==> src/rtl/i2s_tx_master.sv <==
// I2S master transmitter.
// Divides clk down to a bit clock and generates a 64-bit Philips frame (two 32-bit slots,
// data delayed one bit after the word-select edge). Samples come from a one-entry
// holding buffer through a valid/ready handshake. A frame that loads from an empty
// buffer is sent as zeros and is counted as an underrun.
module i2s_tx_master #(
    parameter int SCLK_DIV = 4
) (
    input  logic        clk,
    input  logic        reset_n,
    input  logic [31:0] sample_l,
    input  logic [31:0] sample_r,
    input  logic        sample_valid,
    output logic        sample_ready,
    output logic        sclk,
    output logic        lrclk,
    output logic        sd_out,
    output logic        frame_start,
    output logic        underrun,
    output logic [15:0] underrun_cnt
);

    localparam int               DIV_W    = $clog2(SCLK_DIV);
    localparam logic [DIV_W-1:0] DIV_LAST = DIV_W'(SCLK_DIV - 1);

    // Registered state
    logic [DIV_W-1:0] div_cnt_reg,      div_cnt_next;
    logic             sclk_reg,         sclk_next;
    logic [5:0]       bit_pos_reg,      bit_pos_next;
    logic             lrclk_reg,        lrclk_next;
    logic             sd_reg,           sd_next;
    logic [63:0]      shifter_reg,      shifter_next;
    logic             frame_start_reg,  frame_start_next;
    logic             underrun_reg,     underrun_next;
    logic [15:0]      underrun_cnt_reg, underrun_cnt_next;
    logic             buf_full_reg,     buf_full_next;
    logic [31:0]      buf_l_reg,        buf_l_next;
    logic [31:0]      buf_r_reg,        buf_r_next;
    logic             sample_ready_reg, sample_ready_next;

    // Decoded events for the current clk cycle
    logic        sclk_toggle;
    logic        sclk_fall;
    logic        frame_load;
    logic        accept;
    logic [63:0] frame_word;

    // Event decode: divider wrap, bit-clock fall, frame load slot and handshake
    always_comb begin
        sclk_toggle = (div_cnt_reg == DIV_LAST);
        sclk_fall   = sclk_toggle && sclk_reg;
        // The load happens at the fall that enters bit 1, right after the LRCLK edge
        frame_load  = sclk_fall && (bit_pos_reg == 6'd0);
        accept      = sample_valid && sample_ready_reg;
        frame_word  = buf_full_reg ? {buf_l_reg, buf_r_reg} : 64'd0;
    end

    // Bit-clock divider: toggles sclk every SCLK_DIV clk cycles
    always_comb begin
        div_cnt_next = div_cnt_reg + DIV_W'(1);
        sclk_next    = sclk_reg;
        if (sclk_toggle) begin
            div_cnt_next = '0;
            sclk_next    = ~sclk_reg;
        end
    end

    // Serializer: bit position, word select and data all move on the sclk fall
    always_comb begin
        bit_pos_next     = bit_pos_reg;
        lrclk_next       = lrclk_reg;
        sd_next          = sd_reg;
        shifter_next     = shifter_reg;
        frame_start_next = 1'b0;
        if (sclk_fall) begin
            // 6-bit add wraps 63 -> 0 on its own
            bit_pos_next     = bit_pos_reg + 6'd1;
            lrclk_next       = bit_pos_next[5];
            frame_start_next = (bit_pos_reg == 6'd63);
            if (frame_load) begin
                // L[31] goes out now; the remaining 63 bits wait in the shifter
                sd_next      = frame_word[63];
                shifter_next = {frame_word[62:0], 1'b0};
            end else begin
                // At bit 0 this emits the previous frame's R[0]
                sd_next      = shifter_reg[63];
                shifter_next = {shifter_reg[62:0], 1'b0};
            end
        end
    end

    // Holding buffer and underrun accounting
    always_comb begin
        buf_full_next     = buf_full_reg;
        buf_l_next        = buf_l_reg;
        buf_r_next        = buf_r_reg;
        underrun_next     = frame_load && !buf_full_reg;
        underrun_cnt_next = underrun_cnt_reg;
        if (underrun_next && (underrun_cnt_reg != 16'hFFFF)) begin
            underrun_cnt_next = underrun_cnt_reg + 16'd1;
        end
        if (frame_load && buf_full_reg) begin
            buf_full_next = 1'b0;
        end
        // Ready implies empty, so an accept never collides with a load from a full
        // buffer; an accept during an underrun load simply fills it for the next frame.
        if (accept) begin
            buf_full_next = 1'b1;
            buf_l_next    = sample_l;
            buf_r_next    = sample_r;
        end
        sample_ready_next = ~buf_full_next;
    end

    // State register with synchronous active-low reset; reset aborts any frame in flight
    always_ff @(posedge clk) begin
        if (!reset_n) begin
            div_cnt_reg      <= '0;
            sclk_reg         <= 1'b0;
            bit_pos_reg      <= 6'd63;
            lrclk_reg        <= 1'b0;
            sd_reg           <= 1'b0;
            shifter_reg      <= 64'd0;
            frame_start_reg  <= 1'b0;
            underrun_reg     <= 1'b0;
            underrun_cnt_reg <= 16'd0;
            buf_full_reg     <= 1'b0;
            buf_l_reg        <= 32'd0;
            buf_r_reg        <= 32'd0;
            sample_ready_reg <= 1'b0;
        end else begin
            div_cnt_reg      <= div_cnt_next;
            sclk_reg         <= sclk_next;
            bit_pos_reg      <= bit_pos_next;
            lrclk_reg        <= lrclk_next;
            sd_reg           <= sd_next;
            shifter_reg      <= shifter_next;
            frame_start_reg  <= frame_start_next;
            underrun_reg     <= underrun_next;
            underrun_cnt_reg <= underrun_cnt_next;
            buf_full_reg     <= buf_full_next;
            buf_l_reg        <= buf_l_next;
            buf_r_reg        <= buf_r_next;
            sample_ready_reg <= sample_ready_next;
        end
    end

    assign sample_ready = sample_ready_reg;
    assign sclk         = sclk_reg;
    assign lrclk        = lrclk_reg;
    assign sd_out       = sd_reg;
    assign frame_start  = frame_start_reg;
    assign underrun     = underrun_reg;
    assign underrun_cnt = underrun_cnt_reg;

endmodule

==> config.mk <==
export PLATFORM = sky130hd
export DESIGN_NAME = i2s_tx_master
export DESIGN_NICKNAME = d
export VERILOG_FILES = /design/src/rtl/i2s_tx_master.sv
export SDC_FILE = /design/constraint.sdc
export NUM_CORES = 1
export LEC_CHECK = 0
export ABC_AREA = 1
export ABC_CLOCK_PERIOD_IN_PS = 2000
export CAP_MARGIN = 10
export CORE_MARGIN = 1.5
export CORE_UTILIZATION = 55
export DETAILED_ROUTE_END_ITERATION = 7
export PLACE_DENSITY = 0.77
export SYNTH_ARGS = -nofsm -noshare
export SYNTH_HDL_FRONTEND = slang
export SYNTH_SLANG_ARGS = --single-unit
==> constraint.sdc <==
create_clock -name clk -period 2 [get_ports clk]
set_input_delay 0.4 -clock clk [delete_from_list [all_inputs] [get_ports clk]]
set_output_delay 0.4 -clock clk [all_outputs]
set_load 0.05 [all_outputs]
After elaboration in Yosys (flattened, before gate mapping)
Cells that the tools add are included.

Add/subtract/negate cells: 3. Eq/ne operators: 3. Muxes and demuxes: 5. Bitwise gates (word level): 3. Reduce and logical (&&, ||, !) cells: 10.

Operators by type and width (number): 64-bit two-way mux (2); 16-bit by 1-bit adder with 16-bit output, second input constant (1); 16-bit != test, second input constant (1); 6-bit by 1-bit adder with 6-bit output, second input constant (1); 6-bit == test, second input constant (1); 1-bit logical AND (6); 6-bit zero test (1); 1-bit two-way mux (3); 1-bit inverter (3); 2-bit by 1-bit adder with 2-bit output, second input constant (1); 2-bit == test, second input constant (1); 2-bit AND reduction (1); 2-bit OR reduction (1); 1-bit zero test (1).

Register bits after elaboration: 159. Bits of input ports: 67. Output and inout port bits: 22. Logic and storage cells: 37.

Longest topological paths before layout
Gate-level depths: netlist of the first run.

Depth in word-level cells: 7. Depth in mapped cells: 10. Gate-level depth less buffers: 10.

Worst setup path after synthesis of the first run
OpenSTA, ideal clock, no wires.

Path type: register to register. Start point: register underrun_cnt_reg[1] (netlist: underrun_cnt[1]). End point: register underrun_cnt_reg[13] (netlist: underrun_cnt[13]). Library setup time: 0.117 ns. Arrival time: 1.758 ns. Path slack: 0.125 ns. Cell stages (with the launch flop): 10. Buffers on the path: 1. Period minus slack after synthesis: 1.875 ns. Path through: dfxtp_1 ha_1 nand2_2 nor2_4 nand2_4 nor2_4 inv_2 buf_6 a21oi_1 nor2_1.

Word-level cells in the longest chain between the ends: 2. Elaborated cells on any way between the ends: 3.

Ends and longest elaborated chain: start: declaration (RTL line 35) `logic [15:0] underrun_cnt_reg, underrun_cnt_next;`; start signal: assignment (RTL line 140) `underrun_cnt_reg <= underrun_cnt_next;`; branches (longest 2 deep; another with 16-bit by 1-bit adder with 16-bit output).

Several ways; the timed one is not identified. A chain may end at the register's enable or synchronous reset.

Worst setup path in the final report of the first run
Start point: register underrun_reg (netlist: underrun). End point: output underrun.

RTL lines: start: declaration (RTL line 34) `logic underrun_reg, underrun_next;`; start signal: assignment (RTL line 139) `underrun_reg <= underrun_next;`; end: declaration (RTL line 19) `output logic underrun,`.

No word-level cell between the ends.

==> key figures, run 1 <==
Yosys
  • Basic-gate share of the synthesized area counting and, or, nand and nor cells: 0.175
  • Count of mapped cells out of synthesis: 855
  • Post-synthesis cell type count: 32
  • Prevailing post-synth register cell: sky130_fd_sc_hd__dfxtp_1
  • Mux contribution to synthesized area: 0
  • Main combinational cell family by area after synthesis: compound AO/OA/AOI/OAI gates
  • Cell type with the largest total area after synthesis: sky130_fd_sc_hd__dfxtp_1
  • Warnings from Yosys: 0
  • Compound-cell area share of the yosys netlist: 0.243
  • Syn_area_per_cell: 7.60 um^2
  • Synthesized flop and latch total: around 160
  • XOR/XNOR Fraction of Synth Area: 0.00539
  • Arithmetic-cell share of the synthesized area counting full adders, half adders and majority gates: 0.00770
  • Post-Synthesis Net Count: 926
  • Mapped cell area: 0.00650 mm^2
  • Proportion of synthesized chip area in sequential cells: 0.487
  • Share of synthesized flip-flops with an asynchronous set or reset: 0
  • Number of flops mapped to enable cells by yosys: 0
  • Area share of the largest cell type after synthesis: 0.487
  • Cells taking the most area after synthesis: sky130_fd_sc_hd__dfxtp_1 (49%), sky130_fd_sc_hd__o21ai_0 (11%), sky130_fd_sc_hd__a21oi_1 (8.9%)

STA
  • Max-slew headroom: 0.520
  • Setup repair after global routing missed its margin: false
  • Final Hold Slack: 0.435 ns
  • Final hold viol count: 0
  • Max-slew violation total from the final report: 0
  • Total negative setup slack: 0 ns
  • Clock skew: 0.00485 ns
  • Number of failing setup endpoints in the final timing report: 0
  • Final Critical Period: 1.93 ns
  • Transition time at the pin with the least slew margin: 0.720 ns
  • Final clock period utilization by the worst path: 0.965
  • Fmax: 0.518 GHz

Cells and area
  • Non-filler cells, final: 1078
  • Final core area utilization: 0.695
  • Max FFs per register: 63
  • Area growth from synthesis to layout: 22.6%
  • Layout net count: 995
  • Filler Cells Inserted: about 950
  • Post-route standard cell area excluding fillers: 0.00797 mm^2
  • Number of diodes: 0
  • Fraction of layout cells with a size suffix above 1: 0.0888

Critical path
  • Slowest stage cell, crit path: sky130_fd_sc_hd__clkdlybuf4s50_1
  • Highest fanout seen on the critical path: 1
  • Critical Path AT: 1.53 ns
  • Required @ worst endpoint: around 1.6 ns
  • Start-to-end type of the worst setup path: reg2out
  • Type of element capturing the critical path: output port
  • CP max stage delay: ~0.80 ns
  • Startpoint type of the worst setup path: flip-flop
  • Crit-path leading delay family: buffers and inverters
  • Chain of cells forming the critical path: clkdlybuf4s50_1
  • Number of buffers and inverters on the critical path: 1

Drt
  • Drt drc: 0
  • Total vias in the final route: 5822
  • First drt pass iteration count: 5
  • Number of DRC violations after detailed-routing iteration 0: 407
  • Via-to-Cell Ratio: about 5.4
  • Routed length per instance: 13.5 um
  • DRT Wirelength: roughly 15000 um
  • Count of nets left with antenna violations after detail routing: 0

GRT
  • Maximum number of pins on one net before global-route repair: 84
  • GRT Total Usage: 0.242
  • Via count of the first global-routing pass: 5495
  • Wire length of the first global-routing pass: 25000 um
  • Total congestion overflow after global routing: 0
  • Antenna violations before repair: 0

Pwr
  • Leakage: 3.19 nW
  • Power density over cell area: 834 mW/mm^2
  • IR Drop Worst-Case VDD: 0.571 mV

Floorplan
  • # IOs: 89
  • Core outline area: between 0.01 and 0.015 mm^2
  • Die Wd: 112 um
  • Overall die area: approximately 0.012 mm^2
  • Vertical die dimension: 112 um
  • Initial core utilization: 0.567
  • Count of standard-cell rows: 39

Placement
  • Input/output buffers: 88
  • Weighted congestion reported at the end of routability-driven placement: 0.827
  • Cell count after placement: 1048
  • Post-DP Area: 0.00746 mm^2
  • Total half-perimeter wirelength after legalization and detailed placement: 9900 um

Clock tree
  • CTS Buffer Depth: 2
  • TritonCTS clock tree: done
  • # H-tree levels: 4
  • Number of buffers added to fix hold violations after cts: 0
  • Setup bufs post-CTS: 0
  • Clock insertion delay at the later pin of the skew report: just over 0.4 ns
  • # clock sinks: roughly 160
  • Reg clk slew, reported paths: 0.06 ns
  • Cts bufs inserted: 17
  • Root buf cell: sky130_fd_sc_hd__clkbuf_16

Worst hold path
  • Worst hold path class: reg2reg

Job
  • Number of maximum-capacitance constraint violations: 0

Status
  • Status: completed
==> timing repair <==
action	4_1_cts	5_1_grt
endpoints found under the setup margin	15	2
hold endpoints to repair	0	0
resized for setup	15	2
==> cell families (layout without fill, tap and decap cells) <==
kind of cell | Yosys count | in the layout
adders and majority gates | 4 | 4
and+or+nand+nor | 254 | 254
buffers and inverters | 121 | 201
AOI/OAI and AO/OA | 314 | 314
xor gates and xnor gates | 4 | 4
DFF | 158 | 158
==> report_power, final <==
group          internal, mW  total [mW]  switching (mW)
Combinational         0.227       0.481           0.254
Sequential             3.26        3.33          0.0692
Clock                  1.66        2.83            1.17
==> placed cells by master, fill, tap and decap left out, drive strengths merged, types with 3 or more instances in the layout <==
master	instances
a21oi	115
buf	23
clkbuf	23
clkdlybuf4s50	67
clkinv	5
dfxtp	158
dlygate4sd2	15
ha	4
inv	64
nand2	114
nand3	21
nand4	4
nor2	108
o21ai	196
xor2	3
==> routing by layer <==
metal / wire length [um] / vias up / global-route usage
met5: 0 / - / 0
met4: 167 / 0 / 0.0776
met3: 685 / 12 / 0.0479
met2: 7300 / 162 / 0.420
met1: 6430 / 2678 / 0.302
li1: - / 2970 / -
==> cells in the mapped netlist, types with 5 or more instances <==
cell and instances:
sky130_fd_sc_hd__nor2_1 94, sky130_fd_sc_hd__nand3_1 18, sky130_fd_sc_hd__clkbuf_2 6, sky130_fd_sc_hd__clkbuf_1 25
sky130_fd_sc_hd__nand2_1 106, sky130_fd_sc_hd__buf_2 13, sky130_fd_sc_hd__buf_6 7, sky130_fd_sc_hd__nand2_2 5
sky130_fd_sc_hd__inv_1 60, sky130_fd_sc_hd__o21ai_0 138, sky130_fd_sc_hd__o21ai_1 58, sky130_fd_sc_hd__a21oi_1 115
sky130_fd_sc_hd__nor2_2 9, sky130_fd_sc_hd__dfxtp_1 158
==> final cells by class <==
type / count / area (um^2) / area share
sequential: 158 / 3160 / 0.397
inverter: 64 / 240 / 0.0302
clock inverter: 7 / 40.0 / 0.00503
clock buffer: 23 / 478 / 0.0600
timing repair buffer: 107 / 1050 / 0.131
multi-input combinational: 576 / 2820 / 0.354
tap: 143 / 179 / 0.0225
==> path summary, 6_finish.rpt <==
path                  startpoint              end  slack, ns  depth (start not counted)
setup / recovery        underrun         underrun       0.07                          1
hold / removal    div_cnt_reg[0]   div_cnt_reg[0]       0.44                          1
setup reg to reg  div_cnt_reg[0]  shifter_reg[31]       0.17                          8
hold reg to reg   div_cnt_reg[0]   div_cnt_reg[0]       0.44                          1
==> per-stage QoR <==
step	worst slack [ns]	power [mW]
after floorplan	0.125	3.65
after global placement	0.269	3.86
after detailed placement	0.178	3.88
after CTS	0.00442	6.69
after global routing	0.0159	6.92
final	0.0710	6.64
(Power assumes the default switching activity.)
==> inputs of run 2 (changes only) <==
--- a/config.mk
+++ b/config.mk
@@ -7,9 +7,10 @@
 export LEC_CHECK = 0
 export ABC_AREA = 1
 export ABC_CLOCK_PERIOD_IN_PS = 2000
-export CAP_MARGIN = 10
+export CAP_MARGIN = 20
 export CORE_MARGIN = 1.5
 export CORE_UTILIZATION = 55
+export CTS_CLUSTER_SIZE = 8
 export DETAILED_ROUTE_END_ITERATION = 7
 export PLACE_DENSITY = 0.77
 export SYNTH_ARGS = -nofsm -noshare
==> results of run 2 <==
Final layout, timing and power as in run 1 (identical DEF).
